===== src/rtl/axi_lite_pkg.sv =====
// Shared AXI4-Lite response codes, FSM state types and width helpers
// for the parameter register bank.
package axi_lite_pkg;

  localparam logic [1:0] RESP_OKAY   = 2'b00;
  localparam logic [1:0] RESP_EXOKAY = 2'b01;
  localparam logic [1:0] RESP_SLVERR = 2'b10;
  localparam logic [1:0] RESP_DECERR = 2'b11;

  typedef enum logic {
    W_IDLE,
    W_RESP
  } wr_state_t;

  typedef enum logic [1:0] {
    R_IDLE,
    R_LATCH,
    R_DATA
  } rd_state_t;

  function automatic int clog2(input int n);
    int r;
    r = 0;
    while ((1 << r) < n) r++;
    return r;
  endfunction

  // A single-register bank still needs a 1-bit index port.
  function automatic int idx_width(input int n);
    return (clog2(n) < 1) ? 1 : clog2(n);
  endfunction

endpackage


===== src/rtl/axi_lite_param_regs.sv =====
// AXI4-Lite slave holding NUM_REGS parameter words, exported flat on params_o,
// with a one-cycle strobe on every committed write.
module axi_lite_param_regs
  import axi_lite_pkg::*;
#(
  parameter int          C_S_AXI_DATA_WIDTH = 32,
  parameter int          C_S_AXI_ADDR_WIDTH = 4,
  parameter int          NUM_REGS           = 4,
  parameter logic [31:0] RESET_VALUE        = 32'h0
) (
  input  logic                                ACLK,
  input  logic                                ARESET,
  input  logic [C_S_AXI_ADDR_WIDTH-1:0]       S_AXI_AWADDR,
  input  logic [2:0]                          S_AXI_AWPROT,
  input  logic                                S_AXI_AWVALID,
  output logic                                S_AXI_AWREADY,
  input  logic [C_S_AXI_DATA_WIDTH-1:0]       S_AXI_WDATA,
  input  logic [C_S_AXI_DATA_WIDTH/8-1:0]     S_AXI_WSTRB,
  input  logic                                S_AXI_WVALID,
  output logic                                S_AXI_WREADY,
  output logic [1:0]                          S_AXI_BRESP,
  output logic                                S_AXI_BVALID,
  input  logic                                S_AXI_BREADY,
  input  logic [C_S_AXI_ADDR_WIDTH-1:0]       S_AXI_ARADDR,
  input  logic [2:0]                          S_AXI_ARPROT,
  input  logic                                S_AXI_ARVALID,
  output logic                                S_AXI_ARREADY,
  output logic [C_S_AXI_DATA_WIDTH-1:0]       S_AXI_RDATA,
  output logic [1:0]                          S_AXI_RRESP,
  output logic                                S_AXI_RVALID,
  input  logic                                S_AXI_RREADY,
  output logic [NUM_REGS*C_S_AXI_DATA_WIDTH-1:0] params_o,
  output logic                                param_wr_o,
  output logic [idx_width(NUM_REGS)-1:0]      param_wr_idx_o
);

  localparam int DW  = C_S_AXI_DATA_WIDTH;
  localparam int SW  = DW / 8;
  localparam int AW  = C_S_AXI_ADDR_WIDTH;
  localparam int AIW = AW - 2;
  localparam int WIW = idx_width(NUM_REGS);

  logic [DW-1:0] regs [NUM_REGS];

  wr_state_t      w_state, w_next;
  logic           aw_have, w_have, commit, aw_hs, w_hs, wr_in_range;
  logic [AIW-1:0] aw_idx;
  logic [DW-1:0]  w_data;
  logic [SW-1:0]  w_strb;

  rd_state_t      r_state, r_next;
  logic [AIW-1:0] ar_idx;
  logic [DW-1:0]  rd_word;
  logic           rd_hit;

  logic unused_bits;
  assign unused_bits = ^{S_AXI_AWPROT, S_AXI_ARPROT, S_AXI_AWADDR[1:0], S_AXI_ARADDR[1:0]};

  assign aw_hs       = S_AXI_AWVALID && S_AXI_AWREADY;
  assign w_hs        = S_AXI_WVALID && S_AXI_WREADY;
  assign wr_in_range = 32'(aw_idx) < 32'(NUM_REGS);

  always_comb begin
    w_next        = w_state;
    commit        = 1'b0;
    S_AXI_AWREADY = 1'b0;
    S_AXI_WREADY  = 1'b0;
    S_AXI_BVALID  = 1'b0;
    case (w_state)
      W_IDLE: begin
        S_AXI_AWREADY = !aw_have;
        S_AXI_WREADY  = !w_have;
        if (aw_have && w_have) begin
          commit = 1'b1;
          w_next = W_RESP;
        end
      end
      W_RESP: begin
        S_AXI_BVALID = 1'b1;
        if (S_AXI_BREADY) w_next = W_IDLE;
      end
      default: w_next = W_IDLE;
    endcase
  end

  always_ff @(posedge ACLK) begin
    if (ARESET) begin
      w_state        <= W_IDLE;
      aw_have        <= 1'b0;
      w_have         <= 1'b0;
      aw_idx         <= '0;
      w_data         <= '0;
      w_strb         <= '0;
      S_AXI_BRESP    <= RESP_OKAY;
      param_wr_o     <= 1'b0;
      param_wr_idx_o <= '0;
      for (int i = 0; i < NUM_REGS; i++) regs[i] <= RESET_VALUE;
    end else begin
      w_state    <= w_next;
      param_wr_o <= 1'b0;
      if (aw_hs) begin
        aw_have <= 1'b1;
        aw_idx  <= S_AXI_AWADDR[AW-1:2];
      end
      if (w_hs) begin
        w_have <= 1'b1;
        w_data <= S_AXI_WDATA;
        w_strb <= S_AXI_WSTRB;
      end
      if (commit) begin
        aw_have     <= 1'b0;
        w_have      <= 1'b0;
        S_AXI_BRESP <= wr_in_range ? RESP_OKAY : RESP_SLVERR;
        param_wr_o  <= wr_in_range;
        if (wr_in_range) param_wr_idx_o <= aw_idx[WIW-1:0];
        for (int i = 0; i < NUM_REGS; i++) begin
          if (32'(aw_idx) == 32'(i)) begin
            for (int k = 0; k < SW; k++) begin
              if (w_strb[k]) regs[i][8*k +: 8] <= w_data[8*k +: 8];
            end
          end
        end
      end
    end
  end

  // ARREADY drops as soon as the address is taken, so no second AR can slip
  // in during the latch cycle before RVALID rises.
  always_comb begin
    r_next        = r_state;
    S_AXI_ARREADY = 1'b0;
    S_AXI_RVALID  = 1'b0;
    case (r_state)
      R_IDLE: begin
        S_AXI_ARREADY = 1'b1;
        if (S_AXI_ARVALID) r_next = R_LATCH;
      end
      R_LATCH: r_next = R_DATA;
      R_DATA: begin
        S_AXI_RVALID = 1'b1;
        if (S_AXI_RREADY) r_next = R_IDLE;
      end
      default: r_next = R_IDLE;
    endcase
  end

  assign ar_idx = S_AXI_ARADDR[AW-1:2];

  always_comb begin
    rd_word = '0;
    rd_hit  = 1'b0;
    for (int i = 0; i < NUM_REGS; i++) begin
      if (32'(ar_idx) == 32'(i)) begin
        rd_word = regs[i];
        rd_hit  = 1'b1;
      end
    end
  end

  always_ff @(posedge ACLK) begin
    if (ARESET) begin
      r_state     <= R_IDLE;
      S_AXI_RDATA <= '0;
      S_AXI_RRESP <= RESP_OKAY;
    end else begin
      r_state <= r_next;
      if (S_AXI_ARVALID && S_AXI_ARREADY) begin
        S_AXI_RDATA <= rd_word;
        S_AXI_RRESP <= rd_hit ? RESP_OKAY : RESP_SLVERR;
      end
    end
  end

  always_comb begin
    params_o = '0;
    for (int i = 0; i < NUM_REGS; i++) params_o[DW*i +: DW] = regs[i];
  end

endmodule


===== config.mk =====
export PLATFORM = sky130hd
export DESIGN_NAME = axi_lite_param_regs
export DESIGN_NICKNAME = d
export VERILOG_FILES = /design/src/rtl/axi_lite_pkg.sv /design/src/rtl/axi_lite_param_regs.sv
export SDC_FILE = /design/constraint.sdc
export NUM_CORES = 1
export LEC_CHECK = 0
export CAP_MARGIN = 20
export CORE_UTILIZATION = 45
export CTS_CLUSTER_DIAMETER = 50
export CTS_CLUSTER_SIZE = 14
export DETAILED_ROUTE_END_ITERATION = 7
export PLACE_DENSITY = 0.75
export SETUP_SLACK_MARGIN = 0.3
export SYNTH_ARGS = -nofsm -noshare
export SYNTH_HDL_FRONTEND = slang
export SYNTH_SLANG_ARGS = --single-unit

===== constraint.sdc =====
create_clock -name ACLK -period 2.9 [get_ports ACLK]
set_input_delay 0.435 -clock ACLK [delete_from_list [all_inputs] [get_ports ACLK]]
set_output_delay 0.435 -clock ACLK [all_outputs]
set_load 0.005 [all_outputs]

==> run_results.csv <==
group,metric,value,unit
synth,synth-edff-count,128,
floorplan,die_w,138.4,um
floorplan,rows,49,
layout,drive_gt1_frac,0.1104,
sta,layout_min_cycle_time,2.180,ns
floorplan,fp.dieArea,19160,um2
synth,synth.top_cell.area_share,0.4589,
synth,synth_flop_cell,"edfxtp_1",
sta,slew_violations,0,
clocking,numCtsBuffers,21,
critical_path,cp_max_fo,4,
sta,rsz0062_at_grt,"false",
clocking,clk_pin_slew,0.06,ns
clocking,cts-root-buf,"clkbuf_16",
clocking,clock-sinks,207,
detailed_routing,first_iter_violations,441,
grt,grt_usage,0.2300,
grt,antenna_found_initial,0,
synth,yosysWarnings,0,
detailed_routing,wl_per_cell,19.84,um
critical_path,worstPathArrival,1.74,ns
clocking,cts_resized,0,
power,ir_drop,0.0004462,V
place,routabilityCongestion,0.8153,
floorplan,die_h,138.4,um
detailed_routing,wl_met2,10710,um
synth,synth-compound-area-share,0.07514,
clocking,clk_path_buf_depth,3,
synth,synth_top_family_by_area,"simple AND/OR/NAND/NOR gates",
synth,synthSimpleGateAreaFrac,0.1376,
clocking,hold_buffers,0,
detailed_routing,totalWireLength,21980,um
floorplan,start_util,0.4631,
synth,synth_area,8376,um2
clocking,tritoncts,"yes",
grt,gr-total-overflow,0,
detailed_routing,via_per_inst,5.290,
detailed_routing,detail-route-antenna-nets,0,
sta,fin_setup_tns,0,ns
sta,finalSetupViolations,0,
synth,syn_inst,661,
clocking,htree_num_levels,1,
clocking,cts_setup_buffers,0,
layout,nets,922,
outcome,status,"complete, but fails checks",
detailed_routing,vias,5861,
synth,synth.mux.area_fraction,0.08933,
critical_path,setup.worst_path.start_class,"register",
sta,fmax,458.7,MHz
detailed_routing,drc,35,
synth,synthArstFlopShare,0,
clocking,clk-insertion-delay-late,0.50,ns
floorplan,core,18090,um2
detailed_routing,dr.pass1.iters,8,
power,power_density,585.8,nW/um2
synth,yosys.area_share.xor_xnor,0,
sta,whs,0.4552,ns
synth,synth-seq-cells,207,
min_path,worstHoldPathType,"reg2reg",
sta,post-route-period-util,0.7517,
critical_path,rrSetupSlack,0.74,ns
layout,syn_to_final_growth,33.75,%
job,cap_violations,0,
critical_path,worstPathRequired,2.47,ns
detailed_routing,dr_wl_met3,1515,um
sta,worst_pin_slew,0.9904,ns
sta,timing.slew.headroom,0.3384,
synth,yosysTopAreaCell,"edfxtp_1",
floorplan,io_pins,229,
synth,avgSynthCellArea,12.67,um2
layout,diodes,0,
sta,hold_viol,0,
critical_path,critPathCaptureType,"output pin",
place,hpwl,15320,um
grt,grt_pass1_wl,33600,um
synth,synthAdderAreaFrac,0,
detailed_routing,top_layer,"met4",
synth,synthTopCellsByArea,"edfxtp_1 (46%), dfxtp_1 (19%), mux4_2 (8.1%), nor2_1 (5.9%), nand2_1 (5.0%)",
place,port_buffers,215,
synth,synth_cell_type_count,36,
sta,finClkSkew,0.01195,ns
detailed_routing,met1_length,9041,um
grt,grt_max_degree,38,
power,p_leak,0.003936,uW
grt,grt_pass1_vias,5843,
critical_path,crit_type,"reg2out",
outcome,failed_checks,"design-rule violations",
synth,synth_seq_area_share,0.6477,
report_power, final:
part,switching (uW),internal [uW]
registers,89.5,3250
clock network,1150,1420
logic,300,351
placed cells by master (no fill, tap or decap), types with 3 or more instances in the layout:
master / synthesis / layout
nor2_2: 5 / 5
conb_1: 1 / 3
nor2_1: 132 / 132
clkdlybuf4s50_1: 0 / 212
a22o_1: 32 / 32
buf_4: 3 / 18
a21o_1: 4 / 4
clkbuf_16: 0 / 22
edfxtp_1: 128 / 128
and4b_1: 4 / 4
buf_2: 18 / 3
a31o_2: 4 / 4
a21oi_1: 42 / 42
o21bai_1: 8 / 8
clkbuf_1: 12 / 7
mux4_2: 30 / 30
dfxtp_1: 79 / 79
nand2_1: 112 / 112
path summary, 6_finish.rpt:
path | startpoint | end | cells past startpoint
worst max-delay path | r_state[0] | S_AXI_ARREADY | 2
worst min-delay path | w_data[15] | w_data[15] | 2
worst max register to register | w_have | regs[2][23] | 3
worst min register to register | w_data[15] | w_data[15] | 2
state kept, by name, summed over array words and instances, names as in the netlist:
| signal | cells |
|---|---|
| S_AXI_RRESP | 1 |
| r_state | 2 |
| aw_idx | 2 |
| w_have | 1 |
| regs | 128 |
| w_state | 1 |
| w_data | 32 |
| param_wr_idx_o | 2 |
| param_wr_o | 1 |
| w_strb | 4 |
| S_AXI_RDATA | 32 |
| aw_have | 1 |
kinds of logic after synthesis:
family / count (synthesis)
AOI/OAI and AO/OA: 92
buffers and inverters: 57
DFF: 207
muxes: 34
other: 1
and+or+nand+nor: 270
cells in the mapped netlist (3+ instances only):
library cell,n
buf_6,16
buf_4,3
a21o_1,4
dfxtp_1,79
clkbuf_1,12
edfxtp_1,128
nor2_2,5
buf_12,3
a31o_2,4
nor2_1,132
nand2_1,112
o21bai_1,8
a22o_1,32
buf_1,3
buf_2,18
and4b_1,4
a21oi_1,42
mux4_2,30
area by class of cell:
cell class	instances	area, um2
fill	1401	6884
sequential	207	5425
multi-input combinational	399	2549
timing repair buffer	234	2292
clock buffer	29	576.8
tap	229	286.5
clock inverter	8	65.06
inverter	2	7.507
per-layer routing:
| metal | vias up | global-route usage |
|---|---|---|
| met3 | 40 | 0.03637 |
| met2 | 251 | 0.3879 |
| met1 | 2833 | 0.3002 |
| met4 | 0 | 0.08634 |
| met5 | - | 0 |
| li1 | 2737 | - |
stage by stage:
| step | setup WS [ns] | util | cell area (um2) | instances | power, uW |
|---|---|---|---|---|---|
| after floorplan | 1.107 | - | 8383 | 663 | 3713 |
| after global placement | 0.8095 | 0.5839 | 10560 | 1071 | 4043 |
| after detailed placement | 0.7631 | 0.5839 | 10560 | 1071 | 4056 |
| after CTS | 0.7136 | 0.6194 | 11200 | 1108 | 6592 |
| after global routing | 0.5602 | 0.6194 | 11200 | 1108 | 6755 |
| final | 0.7200 | 0.6194 | 11200 | 1108 | 6562 |
critical path, stage by stage (launching register included):
cell	delay (ns)
dfxtp_1	0.38
nor2_1	0.27
clkdlybuf4s50_1	0.59
Note: power is estimated with default switching activity, not from simulation.
